File: src/rtl/led_phase_if.sv
// Bundle between the LED controller/ADC side and the phase sampler.
// The master drives LEDs, ADC and enable; the slave returns the averaged samples and status.
interface led_phase_if #(
    parameter int ADC_W = 8
);
    logic             en;
    logic [ADC_W-1:0] ADC;
    logic             LED_RED;
    logic             LED_IR;
    logic [ADC_W-1:0] red_value;
    logic             red_valid;
    logic [ADC_W-1:0] ir_value;
    logic             ir_valid;
    logic             short_phase;
    logic             phase_err;

    modport master (
        output en, ADC, LED_RED, LED_IR,
        input  red_value, red_valid, ir_value, ir_valid, short_phase, phase_err
    );

    modport slave (
        input  en, ADC, LED_RED, LED_IR,
        output red_value, red_valid, ir_value, ir_valid, short_phase, phase_err
    );
endinterface

File: src/rtl/led_phase_sampler.sv
// Demultiplexes the shared ADC stream into RED and IR averages by following the LED drive.
// Each LED phase is allowed to settle, then 2^AVG_LOG2 samples are box-averaged.
module led_phase_sampler #(
    parameter int ADC_W      = 8,
    parameter int SETTLE_CYC = 2,
    parameter int AVG_LOG2   = 2
) (
    input logic        CLK,
    input logic        rst_n,
    led_phase_if.slave bus
);
    localparam int ACC_W = ADC_W + AVG_LOG2;
    localparam int CNT_W = $clog2(SETTLE_CYC + 1);
    localparam int N_W   = AVG_LOG2 + 1;
    localparam logic [CNT_W-1:0] SETTLE_LAST = CNT_W'(SETTLE_CYC - 1);
    localparam logic [N_W-1:0]   AVG_LAST    = N_W'((1 << AVG_LOG2) - 1);

    typedef enum logic [1:0] {PH_NONE, PH_RED, PH_IR} phase_t;
    typedef enum logic [1:0] {IDLE, SETTLE, ACCUM, HOLD} state_t;

    state_t           state;
    phase_t           phase_now, phase_q, cur_phase;
    logic [CNT_W-1:0] cnt;
    logic [N_W-1:0]   n;
    logic [ACC_W-1:0] acc;
    logic [ACC_W-1:0] sum;
    logic             change;
    logic [ADC_W-1:0] red_value_q, ir_value_q;
    logic             red_valid_q, ir_valid_q, short_phase_q, phase_err_q;

    // NOTE: every combinational output gets a default first so no latch can be inferred.
    always_comb begin
        phase_now = PH_NONE;
        if (bus.LED_RED && !bus.LED_IR)      phase_now = PH_RED;
        else if (bus.LED_IR && !bus.LED_RED) phase_now = PH_IR;
    end

    assign change = (phase_now != phase_q);
    assign sum    = acc + ACC_W'(bus.ADC);

    // NOTE: sequential state uses non-blocking assignments so every register samples pre-edge values.
    always_ff @(posedge CLK or negedge rst_n) begin
        if (!rst_n) begin
            state         <= IDLE;
            phase_q       <= PH_NONE;
            cur_phase     <= PH_NONE;
            cnt           <= '0;
            n             <= '0;
            acc           <= '0;
            red_value_q   <= '0;
            ir_value_q    <= '0;
            red_valid_q   <= 1'b0;
            ir_valid_q    <= 1'b0;
            short_phase_q <= 1'b0;
            phase_err_q   <= 1'b0;
        end else begin
            phase_q       <= phase_now;
            phase_err_q   <= bus.LED_RED & bus.LED_IR;
            red_valid_q   <= 1'b0;
            ir_valid_q    <= 1'b0;
            short_phase_q <= 1'b0;

            if (!bus.en) begin
                state <= IDLE;
                acc   <= '0;
                cnt   <= '0;
                n     <= '0;
            end else if (change) begin
                // A phase change always abandons the current average, complete or not.
                if (state == SETTLE || state == ACCUM) short_phase_q <= 1'b1;
                acc <= '0;
                cnt <= '0;
                n   <= '0;
                if (phase_now != PH_NONE) begin
                    state     <= SETTLE;
                    cur_phase <= phase_now;
                end else begin
                    state <= IDLE;
                end
            end else begin
                case (state)
                    SETTLE: begin
                        cnt <= cnt + CNT_W'(1);
                        if (cnt == SETTLE_LAST) begin
                            state <= ACCUM;
                            acc   <= '0;
                            n     <= '0;
                        end
                    end
                    ACCUM: begin
                        acc <= sum;
                        n   <= n + N_W'(1);
                        if (n == AVG_LAST) begin
                            state <= HOLD;
                            if (cur_phase == PH_RED) begin
                                red_value_q <= sum[ACC_W-1:AVG_LOG2];
                                red_valid_q <= 1'b1;
                            end else begin
                                ir_value_q <= sum[ACC_W-1:AVG_LOG2];
                                ir_valid_q <= 1'b1;
                            end
                        end
                    end
                    default: ;
                endcase
            end
        end
    end

    assign bus.red_value   = red_value_q;
    assign bus.red_valid   = red_valid_q;
    assign bus.ir_value    = ir_value_q;
    assign bus.ir_valid    = ir_valid_q;
    assign bus.short_phase = short_phase_q;
    assign bus.phase_err   = phase_err_q;
endmodule

File: src/flat_wrapper.sv
// flat-port wrapper written by rule: the top's interface ports become plain ports
module led_phase_sampler_flat 
#(
    parameter int ADC_W      = 8,
    parameter int SETTLE_CYC = 2,
    parameter int AVG_LOG2   = 2
)
  (CLK, rst_n, bus_en, bus_ADC, bus_LED_RED, bus_LED_IR, bus_red_value, bus_red_valid, bus_ir_value, bus_ir_valid, bus_short_phase, bus_phase_err);
  led_phase_if #(.ADC_W(ADC_W)) bus_i ();
  input logic CLK;
  input logic rst_n;
  input wire logic [$bits(bus_i.en)-1:0] bus_en;
  input wire logic [$bits(bus_i.ADC)-1:0] bus_ADC;
  input wire logic [$bits(bus_i.LED_RED)-1:0] bus_LED_RED;
  input wire logic [$bits(bus_i.LED_IR)-1:0] bus_LED_IR;
  output wire logic [$bits(bus_i.red_value)-1:0] bus_red_value;
  output wire logic [$bits(bus_i.red_valid)-1:0] bus_red_valid;
  output wire logic [$bits(bus_i.ir_value)-1:0] bus_ir_value;
  output wire logic [$bits(bus_i.ir_valid)-1:0] bus_ir_valid;
  output wire logic [$bits(bus_i.short_phase)-1:0] bus_short_phase;
  output wire logic [$bits(bus_i.phase_err)-1:0] bus_phase_err;
  assign bus_i.en = bus_en;
  assign bus_i.ADC = bus_ADC;
  assign bus_i.LED_RED = bus_LED_RED;
  assign bus_i.LED_IR = bus_LED_IR;
  assign bus_red_value = bus_i.red_value;
  assign bus_red_valid = bus_i.red_valid;
  assign bus_ir_value = bus_i.ir_value;
  assign bus_ir_valid = bus_i.ir_valid;
  assign bus_short_phase = bus_i.short_phase;
  assign bus_phase_err = bus_i.phase_err;
  led_phase_sampler #(.ADC_W(ADC_W), .SETTLE_CYC(SETTLE_CYC), .AVG_LOG2(AVG_LOG2)) u_core (.CLK(CLK), .rst_n(rst_n), .bus(bus_i));
endmodule
File: config.mk
export PLATFORM = sky130hd
export DESIGN_NAME = led_phase_sampler_flat
export DESIGN_NICKNAME = d
export VERILOG_FILES = /design/src/rtl/led_phase_if.sv /design/src/rtl/led_phase_sampler.sv /design/src/flat_wrapper.sv
export SDC_FILE = /design/constraint.sdc
export NUM_CORES = 1
export LEC_CHECK = 0
export CELL_PAD_IN_SITES_DETAIL_PLACEMENT = 1
export CELL_PAD_IN_SITES_GLOBAL_PLACEMENT = 2
export CORE_MARGIN = 5
export CORE_UTILIZATION = 30
export DETAILED_ROUTE_END_ITERATION = 8
export DONT_BUFFER_PORTS = 1
export PLACE_DENSITY = 0.61
export SLEW_MARGIN = 15
export SYNTH_ARGS = -nofsm -noshare
export SYNTH_HDL_FRONTEND = slang
export SYNTH_SLANG_ARGS = --single-unit
File: constraint.sdc
create_clock -name CLK -period 1.8 [get_ports CLK]
set_input_delay 0.36 -clock CLK [delete_from_list [all_inputs] [get_ports CLK]]
set_output_delay 0.36 -clock CLK [all_outputs]
set_load 0.05 [all_outputs]
# ---- Word-level counts from Yosys, hierarchy flattened
# Index checks and enable logic that the tools add are counted.
dict set report totals {
  reg_bits 41
  output_inout_bits 20
  wordCells 71
}
dict set report classes {
  add_sub_neg 3
  eq_ne 10
  mux 32
  bitwise_logic 3
  n_reduce_logical 11
}
# op count
set op_table {}
lappend op_table {{10-bit 2-to-1 mux} 3}
lappend op_table {{10-bit one-hot mux with 2 select lines} 1}
lappend op_table {{2-bit 2-to-1 mux} 9}
lappend op_table {{1-bit 2-to-1 mux} 14}
lappend op_table {{10-bit by 8-bit adder with 10-bit output} 1}
lappend op_table {{5-bit AND reduction} 2}
lappend op_table {{3-bit 2-to-1 mux} 3}
lappend op_table {{4-bit by 3-bit inequality test with 1-bit output (second input constant)} 2}
lappend op_table {{2-bit by 1-bit == test with 1-bit output (second input constant)} 3}
lappend op_table {{3-bit one-hot mux with 2 select lines} 1}
lappend op_table {{3-bit AND reduction} 2}
lappend op_table {{4-bit by 1-bit inequality test with 1-bit output (second input constant)} 1}
lappend op_table {{2-bit one-hot mux with 2 select lines} 1}
lappend op_table {{3-bit by 1-bit adder with 3-bit output (second input constant)} 1}
lappend op_table {{3-bit by 2-bit == test with 1-bit output (second input constant)} 1}
lappend op_table {{3-bit by 1-bit inequality test with 1-bit output (second input constant)} 1}
lappend op_table {{2-bit by 1-bit adder with 2-bit output (second input constant)} 1}
lappend op_table {{2-bit == test (second input constant)} 1}
lappend op_table {{1-bit logical AND} 2}
lappend op_table {{1-bit zero test} 2}
lappend op_table {{2-bit inequality test} 1}
lappend op_table {{1-bit inverter} 2}
lappend op_table {{2-bit AND reduction} 1}
lappend op_table {{2-bit nonzero test} 1}
lappend op_table {{2 further kinds} 2}

# ---- Longest topological paths before layout
# Gate-level depths: netlist (run 1).
dict set report depth {
  ltp_word 8
  mapped_depth 7
}

# ---- Least setup slack after synthesis (run 1)
# Ideal clock, no wire load.
dict set report synth_path {
  path_kind {input port to flip-flop}
  from {input bus_LED_IR}
  to {register u_core.ir_value_q[0] (netlist: u_core.bus.ir_value[0])}
  setup_ps 125
  arrival_ps 1846
  t_required_ps 1675
  setup_slack_ps -171
  stages 7
  n_path_buf 1
  cell_sequence {inv_1 > ha_1 > xnor2_2 > nand4_4 > or3_1 > buf_6 > mux2_4}
}
dict set report synth_via {
  elab_chain_cells 6
  elab_cells_between_ends 8
}
# item line_no
set synth_lines {}
lappend synth_lines {{from (decl)} flat_wrapper.sv:15} ;# input wire logic [$bits(bus_i.LED_IR)-1:0] bus_LED_IR;
lappend synth_lines {{1-bit zero test} led_phase_sampler.sv:34} ;# if (bus.LED_RED && !bus.LED_IR) phase_now = PH_RED;
lappend synth_lines {{1-bit logical AND} led_phase_sampler.sv:34}
lappend synth_lines {{2-bit 2-to-1 mux} led_phase_sampler.sv:34}
lappend synth_lines {{via u_core.phase_now[0]} led_phase_sampler.sv:22} ;# phase_t phase_now, phase_q, cur_phase;
lappend synth_lines {{2-bit inequality test} led_phase_sampler.sv:38} ;# assign change = (phase_now != phase_q);
lappend synth_lines {{1-bit inverter (no source line)} --}
lappend synth_lines {{5-bit AND reduction (no source line)} --}
lappend synth_lines {{to (signal assigned)} led_phase_sampler.sv:99} ;# ir_value_q <= sum[ACC_W-1:AVG_LOG2];
lappend synth_lines {{to (decl)} led_phase_sampler.sv:28} ;# logic [ADC_W-1:0] red_value_q, ir_value_q;
# The timed path passes the listed nets, and every way through them passes these cells.
# A chain may end at the register's enable or synchronous reset.

# ---- Worst setup path after layout (run 1)
dict set report layout_path {
  from {register u_core.acc[3]}
  to {register u_core.ir_value_q[5] (netlist: u_core.bus.ir_value[5])}
}
dict set report layout_via {
  elab_chain_cells 1
}
# item line_no
set layout_lines {}
lappend layout_lines {{from (decl)} led_phase_sampler.sv:25} ;# logic [ACC_W-1:0] acc;
lappend layout_lines {{from (signal assigned)} led_phase_sampler.sv:91} ;# acc <= sum;
lappend layout_lines {{10-bit by 8-bit adder with 10-bit output} led_phase_sampler.sv:39} ;# assign sum = acc + ACC_W'(bus.ADC);
# Every way passes these cells.

==> metrics, run 1 <==
outcome complete, no violations; diode count 0; pin count of the biggest net entering global routing 42; EDFF count, synth 0; Placement Cell Area 2490 µm²; period utilization 97.7%; DR iter-0 viols 36; Clock Tree Buf Depth 2; Area contributors post-synth dfrtp_1 (48%), ha_1 (9.4%), o31ai_1 (4.9%); Worst VDD drop roughly 400 µV; critical path arrival just under 2000 ps; P per Cell Area 671 nW/µm²; fin crit period between 1500 and 2000 ps; total CTS buffers 5; WHS Path Cells 2; Starting Density roughly 31%; final setup margin between 40 and 50 ps; Area Growth Syn to Fin 31.7%; Critical Path RT 1970 ps; synthesized area around 2100 µm²; final setup violating endpoints 0; Yosys warnings 0; syn avg cell area 11.6 µm²; Max Freq 569 MHz; vias per cell 5.04; Synth top cells by count dfrtp_1 (41), ha_1 (16), nand2_1 (14), o31ai_1 (14), inv_1 (10); Setup crit end kind flop; HPWL Detailed 3960 µm; total global-route track usage about an eighth; CTS H-tree depth 2; Crit Path Category reg2reg; DRC 0; Worst setup SP type flop; latest clock arrival within the worst-skew pair 290 ps; top cell type by total area after synthesis dfrtp_1; Fin Clk Skew approximately 6.1 ps; top_reg_cell synth dfrtp_1; Die H between 90 and 100 µm; CTS Root Buffer Type clkbuf_8; top cell type's share of synthesized area approximately 48%; CTS clk-pin slew, worst paths 80 ps; register area share after synthesis 48.1%; relative slew slack 66.8%; Final GP Congestion 0.777; worst-case reg-to-reg path depth 6; total power 1.89 mW; count leader, synth dfrtp_1; clock sink total 41; total iterations of the first detailed-routing run 4; total number of vias around 1600; Netlist cell types 41; Finished Cell Area 2810 µm²; Post-Place Setup Slack -117 ps; first-pass GRT wire length 8830 µm; synthesized net count 214; async set-reset flop share out of synthesis 100%; Lkg Pwr 1.21 nW; worst slew pin tran 498 ps; Die X around 94 µm; ANT nets after route 0; Buffers on Ports 0; Congestion Overflow GR 0; Slew Viols, Final 0; Hold WC Path Type in2reg; crit path max fanout 4; RSZ-0062 raised after global routing true; initial antenna violation count 0; drt wl/cell around 17 µm; # rows 30; Fin Hold WS 176 ps; CTS tree built; Total Routed Length about 5300 µm; Filler Cells Inserted 737; #FFs+latches synth 41; cells after synthesis 184; die area 8900 µm²; vias in the first global route 1739; setup tns final 0 ps; Final Hold Violating Endpoints 0; IO Pins 33; Final nets 246; core area 6870 µm²; fraction of layout cells with a size suffix above 1 36.9%; Max Cap Viol 0
[cells by family (layout without fill, tap and decap cells)]
group,Yosys count,count (layout),synth area share (%)
buf+inv,14,47,2.81
mux,11,11,6.45
simple gates,39,39,10.6
compound gates,55,55,18.2
xor+xnor,7,7,3.58
flops,41,41,48.1
fa+ha+maj,17,17,10.3
[placed cells by master, fill, tap and decap left out, types with 2 or more instances in the layout]
cell type / Yosys / routed
mux2_2: 6 / 6
o21a_1: 2 / 2
clkbuf_8: 0 / 5
nand2b_1: 2 / 2
clkinv_2: 0 / 2
a21o_1: 2 / 2
buf_4: 0 / 25
o21ai_0: 5 / 2
ha_1: 16 / 4
nand4_1: 4 / 4
buf_12: 0 / 2
a22o_1: 7 / 7
nor3_2: 0 / 3
and4b_1: 2 / 2
ha_4: 0 / 10
xor2_1: 3 / 3
o31ai_1: 14 / 11
dfrtp_1: 41 / 41
a21oi_2: 0 / 3
a211oi_2: 0 / 3
ha_2: 0 / 2
nor2_1: 4 / 4
mux2_4: 4 / 4
nand2_1: 14 / 14
o211ai_1: 6 / 6
inv_2: 1 / 2
xnor2_4: 0 / 2
inv_1: 10 / 7
a21oi_1: 9 / 6
o31ai_2: 0 / 3
o21ai_1: 0 / 3
xnor2_1: 2 / 2
[worst paths after layout]
| path | start | endpoint | slack, ps |
|---|---|---|---|
| worst max-delay path | u_core.acc[3] | u_core.bus.ir_value[5] | 40 |
| worst min-delay path | bus_en | u_core.bus.short_phase | 180 |
| worst max register to register | u_core.acc[3] | u_core.bus.ir_value[5] | 40 |
| worst min register to register | u_core.acc[5] | u_core.acc[5] | 520 |
| max in group asynchronous | rst_n | u_core.n[2] | 1070 |
| min in group asynchronous | rst_n | u_core.bus.red_value[5] | 520 |
[through the flow]
stage | instances | utilization, %
floorplan | 184 | -
global placement | 300 | 36.2
detailed placement | 300 | 36.2
CTS | 312 | 39.4
global route | 313 | 40.9
finish | 313 | 40.9
[repair_timing]
action	CTS	global route
gates resized for setup	14	20
gates cloned	0	0
setup buffers	2	2
pin swaps	5	9
hold buffers	2	0
hold endpoints to repair	41	0
setup endpoints to repair	16	20
[flip-flops by register name (all words and copies together) (netlist names)]
register and count:
u_core.acc 10, u_core.bus.ir_value 8, u_core.bus.red_value 8, u_core.n 3
u_core.cnt 2, u_core.cur_phase 2, u_core.phase_q 2, u_core.state 2
u_core.bus.ir_valid 1, u_core.bus.phase_err 1, u_core.bus.red_valid 1, u_core.bus.short_phase 1
[routing by layer]
layer	vias up	GRT usage, %	share of wire, %
li1	751	-	-
met1	799	15.2	45
met2	20	21.5	49
met3	6	3.98	4.3
met4	0	4.33	1.6
met5	-	0	0
[final cells by class]
class | count | area (µm²) | area share, %
multi-input combinational | 129 | 1280 | 45.7
clock buffer | 6 | 72.6 | 2.58
inverter | 11 | 61.3 | 2.18
clock inverter | 2 | 10.0 | 0.356
sequential | 41 | 1030 | 36.5
tap | 96 | 120 | 4.27
timing repair buffer | 28 | 238 | 8.46
[power by group]
group / switching (mW) / internal, mW
clock: 0.320 / 0.269
combinational: 0.160 / 0.153
sequential: 0.0360 / 0.949
total: 0.515 / 1.37
[critical path, stage by stage, from the launching register on]
cell,delay (ps)
dfrtp_1,420
ha_4,320
o211ai_1,150
buf_4,170
o211ai_1,250
and3_4,270
o31ai_2,70
No activity file was read; power rests on OpenSTA's default activity.
==> inputs of run 2 (changes only) <==
--- a/config.mk
+++ b/config.mk
@@ -12,6 +12,7 @@
 export DETAILED_ROUTE_END_ITERATION = 8
 export DONT_BUFFER_PORTS = 1
 export PLACE_DENSITY = 0.61
+export REMOVE_ABC_BUFFERS = 1
 export SLEW_MARGIN = 15
 export SYNTH_ARGS = -nofsm -noshare
 export SYNTH_HDL_FRONTEND = slang
==> run 2 against run 1 <==
  * Combinational power shrank 8.0%
  * Via count up 3.8%
  * Power is 6.1% higher
==> metrics, run 2 (synthesis results as in run 1) <==
commonest non-fill, non-tap cell in the layout dfrtp_1; RSZ-0062 raised after global routing true; vias in the first global route 1803 (+3.7%); Hold WC Path Type in2reg; HPWL Detailed 4130 µm (+4.2%); latest clock arrival within the worst-skew pair 290 ps (about the same); final cell count without fillers 311 (-0.64%); WHS Endpoint u_core.bus.short_phase; NetSw 0.520 mW (+0.92%); Final Hold Violating Endpoints 0 (unchanged); total CTS buffers 5 (unchanged); clock sink total 41 (unchanged); DP Cell Count 295 (-1.7%); diode count 0 (unchanged); CTS H-tree depth 2 (unchanged); setup tns final 0 ps (unchanged); die area 8900 µm² (unchanged); Final nets 245 (-0.41%); total iterations of the first detailed-routing run 4 (unchanged); Slew Viols, Final 0 (unchanged); max incr delay on CP 420 ps (about the same); period utilization 99.1% (+1.4 points); # rows 30 (unchanged); P per Cell Area 737 nW/µm² (+9.8%); slowest CP cell dfrtp_1; CTS tree built; DRC 0 (unchanged); Largest register FFs 10 (unchanged); Max Freq 561 MHz (-1.4%); total global-route track usage 13.0% (+0.28 points); Worst VDD drop 395 µV (+0.38%); Clock Tree Buf Depth 2 (unchanged); Fin Hold WS 172 ps (-3.69 ps); CTS Root Buffer Type clkbuf_8; total number of vias 1636 (+3.8%); CTS clk-pin slew, worst paths 80 ps (about the same); Die X 94.4 µm (unchanged); ANT nets after route 0 (unchanged); Critical Path RT 1980 ps (about the same); Crit Path Category reg2reg; Area Growth Syn to Fin 27.4%; Max Cap Viol 0 (unchanged); core area 6870 µm² (unchanged); initial antenna violation count 0 (unchanged); DR iter-0 viols 39 (+8.3%); Min-Delay Startpoint bus_en; Total Routed Length 5580 µm (+6.2%); drt wl/cell 18.0 µm (+6.9%); vias per cell 5.26 (+4.5%); Buffers on Ports 0 (unchanged); commonest non-fill, non-tap cells in the layout dfrtp_1 (41), buf_4 (23), o31ai_1 (14); Finished Cell Area 2720 µm² (-3.3%); final setup violating endpoints 0 (unchanged); Placement Cell Area 2380 µm² (-4.2%); Internal 1.48 mW (+8.1%); Starting Density 31.1% (unchanged); r2r startpoint u_core.acc[2]; Fin Clk Skew 3.73 ps (-2.34 ps); sequential power share 49.2% (-3.0 points); CP cell instances ha_4, o211ai_1, o21ai_1, xor2_1, buf_4, mux2_4; total power 2.00 mW (+6.1%); critical path arrival 1970 ps (+40 ps); Final GP Congestion 0.780 (+0.46%); worst slew pin tran 508 ps (+9.94 ps); outcome complete, no violations; IO Pins 33 (unchanged); fraction of layout cells with a size suffix above 1 34.4% (-2.4 points); first-pass GRT wire length 9040 µm (+2.4%); relative slew slack 66.1% (-0.66 points); Gate power share 14.4% (-2.2 points); Worst setup SP type flop; switching share of power 26.0% (-1.3 points); WHS Path Cells 2 (unchanged); Die H 94.4 µm (unchanged); Clock power frac 36.4% (+5.2 points); crit path max fanout 3 (-1); pin count of the biggest net entering global routing 42 (unchanged); Biggest register u_core.acc; worst reg-to-reg setup slack 20 ps (-30 ps); Setup crit end kind flop; RR Endpoint u_core.bus.ir_value[3]; Congestion Overflow GR 0 (unchanged); fin crit period 1780 ps (+25.1 ps); worst-case reg-to-reg path depth 6 (unchanged); Lkg Pwr 1.21 nW (-0.17%)
-- run 2: cell count changes in the layout (fill, tap and decap cells not counted), sizes merged --
cell | previous run | this run
clkbuf | 6 | 5
buf | 27 | 26
bufinv | 0 | 1
clkinv | 2 | 1
-- run 2: through the flow --
step                setup slack (ps)  utilization [%]
floorplan                       -220                -
global placement                -123             34.7
detailed placement              -184             34.7
CTS                            0.870             38.1
global route                   -71.0             39.6
finish                          16.5             39.6
-- run 2: layer usage --
layer	global-route usage (%)	part of all wire [%]	vias to the layer above
li1	-	-	750
met1	15.4	41	845
met2	22.9	53	32
met3	3.03	4.3	9
met4	4.45	1.6	0
met5	0	0	-
-- run 2: final cells by class --
type | count | area, µm²
multi-input cells | 129 | 1190
flip-flops and latches | 41 | 1030
inverters | 11 | 41.3
repair buffers | 27 | 241
clock inverters | 2 | 35.0
well taps | 96 | 120
clock buffers | 5 | 68.8
fillers | 777 | 4150
-- run 2: power by group through the flow --
stage / clock network [mW] / logic (mW) / registers (mW)
6_report: 0.729 / 0.288 / 0.985
5_1_grt: 0.797 / 0.320 / 0.989
4_1_cts: 0.759 / 0.271 / 0.985
3_5_place_dp: 0 / 0.224 / 1.00
3_3_place_gp: 0 / 0.214 / 1.00
2_1_floorplan: 0 / 0.149 / 0.996
-- run 2: repair_timing --
item                                    in CTS  in global routing
pin swaps                                    4                  4
hold endpoints to repair                    41                  0
resized for setup                           14                 18
endpoints found under the setup margin      17                 15
hold buffers                                 2                  0
buffers inserted                             1                  6
gates cloned                                 0                  0
-- run 2: worst max-delay path by stage --
stage | start | endpoint | slack [ps]
after CTS | u_core.acc[3] | u_core.bus.ir_value[3] | 0.9
after global routing | u_core.acc[2] | u_core.acc[9] | -70
final | u_core.acc[2] | u_core.bus.ir_value[3] | 20
after floorplan | bus_LED_IR | u_core.bus.ir_value[0] | -220
after detailed placement | bus_LED_IR | u_core.bus.ir_value[3] | -180
after global placement | bus_LED_IR | u_core.bus.ir_value[3] | -120
-- run 2: critical path, delay by kind of cell (launching register included) --
kind / cells / cell delay [ps]
buffers and inverters: 1 / 150
xor gates and xnor gates: 1 / 170
adders and majority gates: 1 / 230
DFF: 1 / 420
muxes: 1 / 260
AOI/OAI and AO/OA: 2 / 440
==> inputs of run 3 (changes only) <==
--- a/config.mk
+++ b/config.mk
@@ -11,6 +11,7 @@
 export CORE_UTILIZATION = 30
 export DETAILED_ROUTE_END_ITERATION = 8
 export DONT_BUFFER_PORTS = 1
+export HOLD_SLACK_MARGIN = 0.03
 export PLACE_DENSITY = 0.61
 export REMOVE_ABC_BUFFERS = 1
 export SLEW_MARGIN = 15
==> results of run 3 <==
Final layout, timing and power as in run 2 (identical DEF).
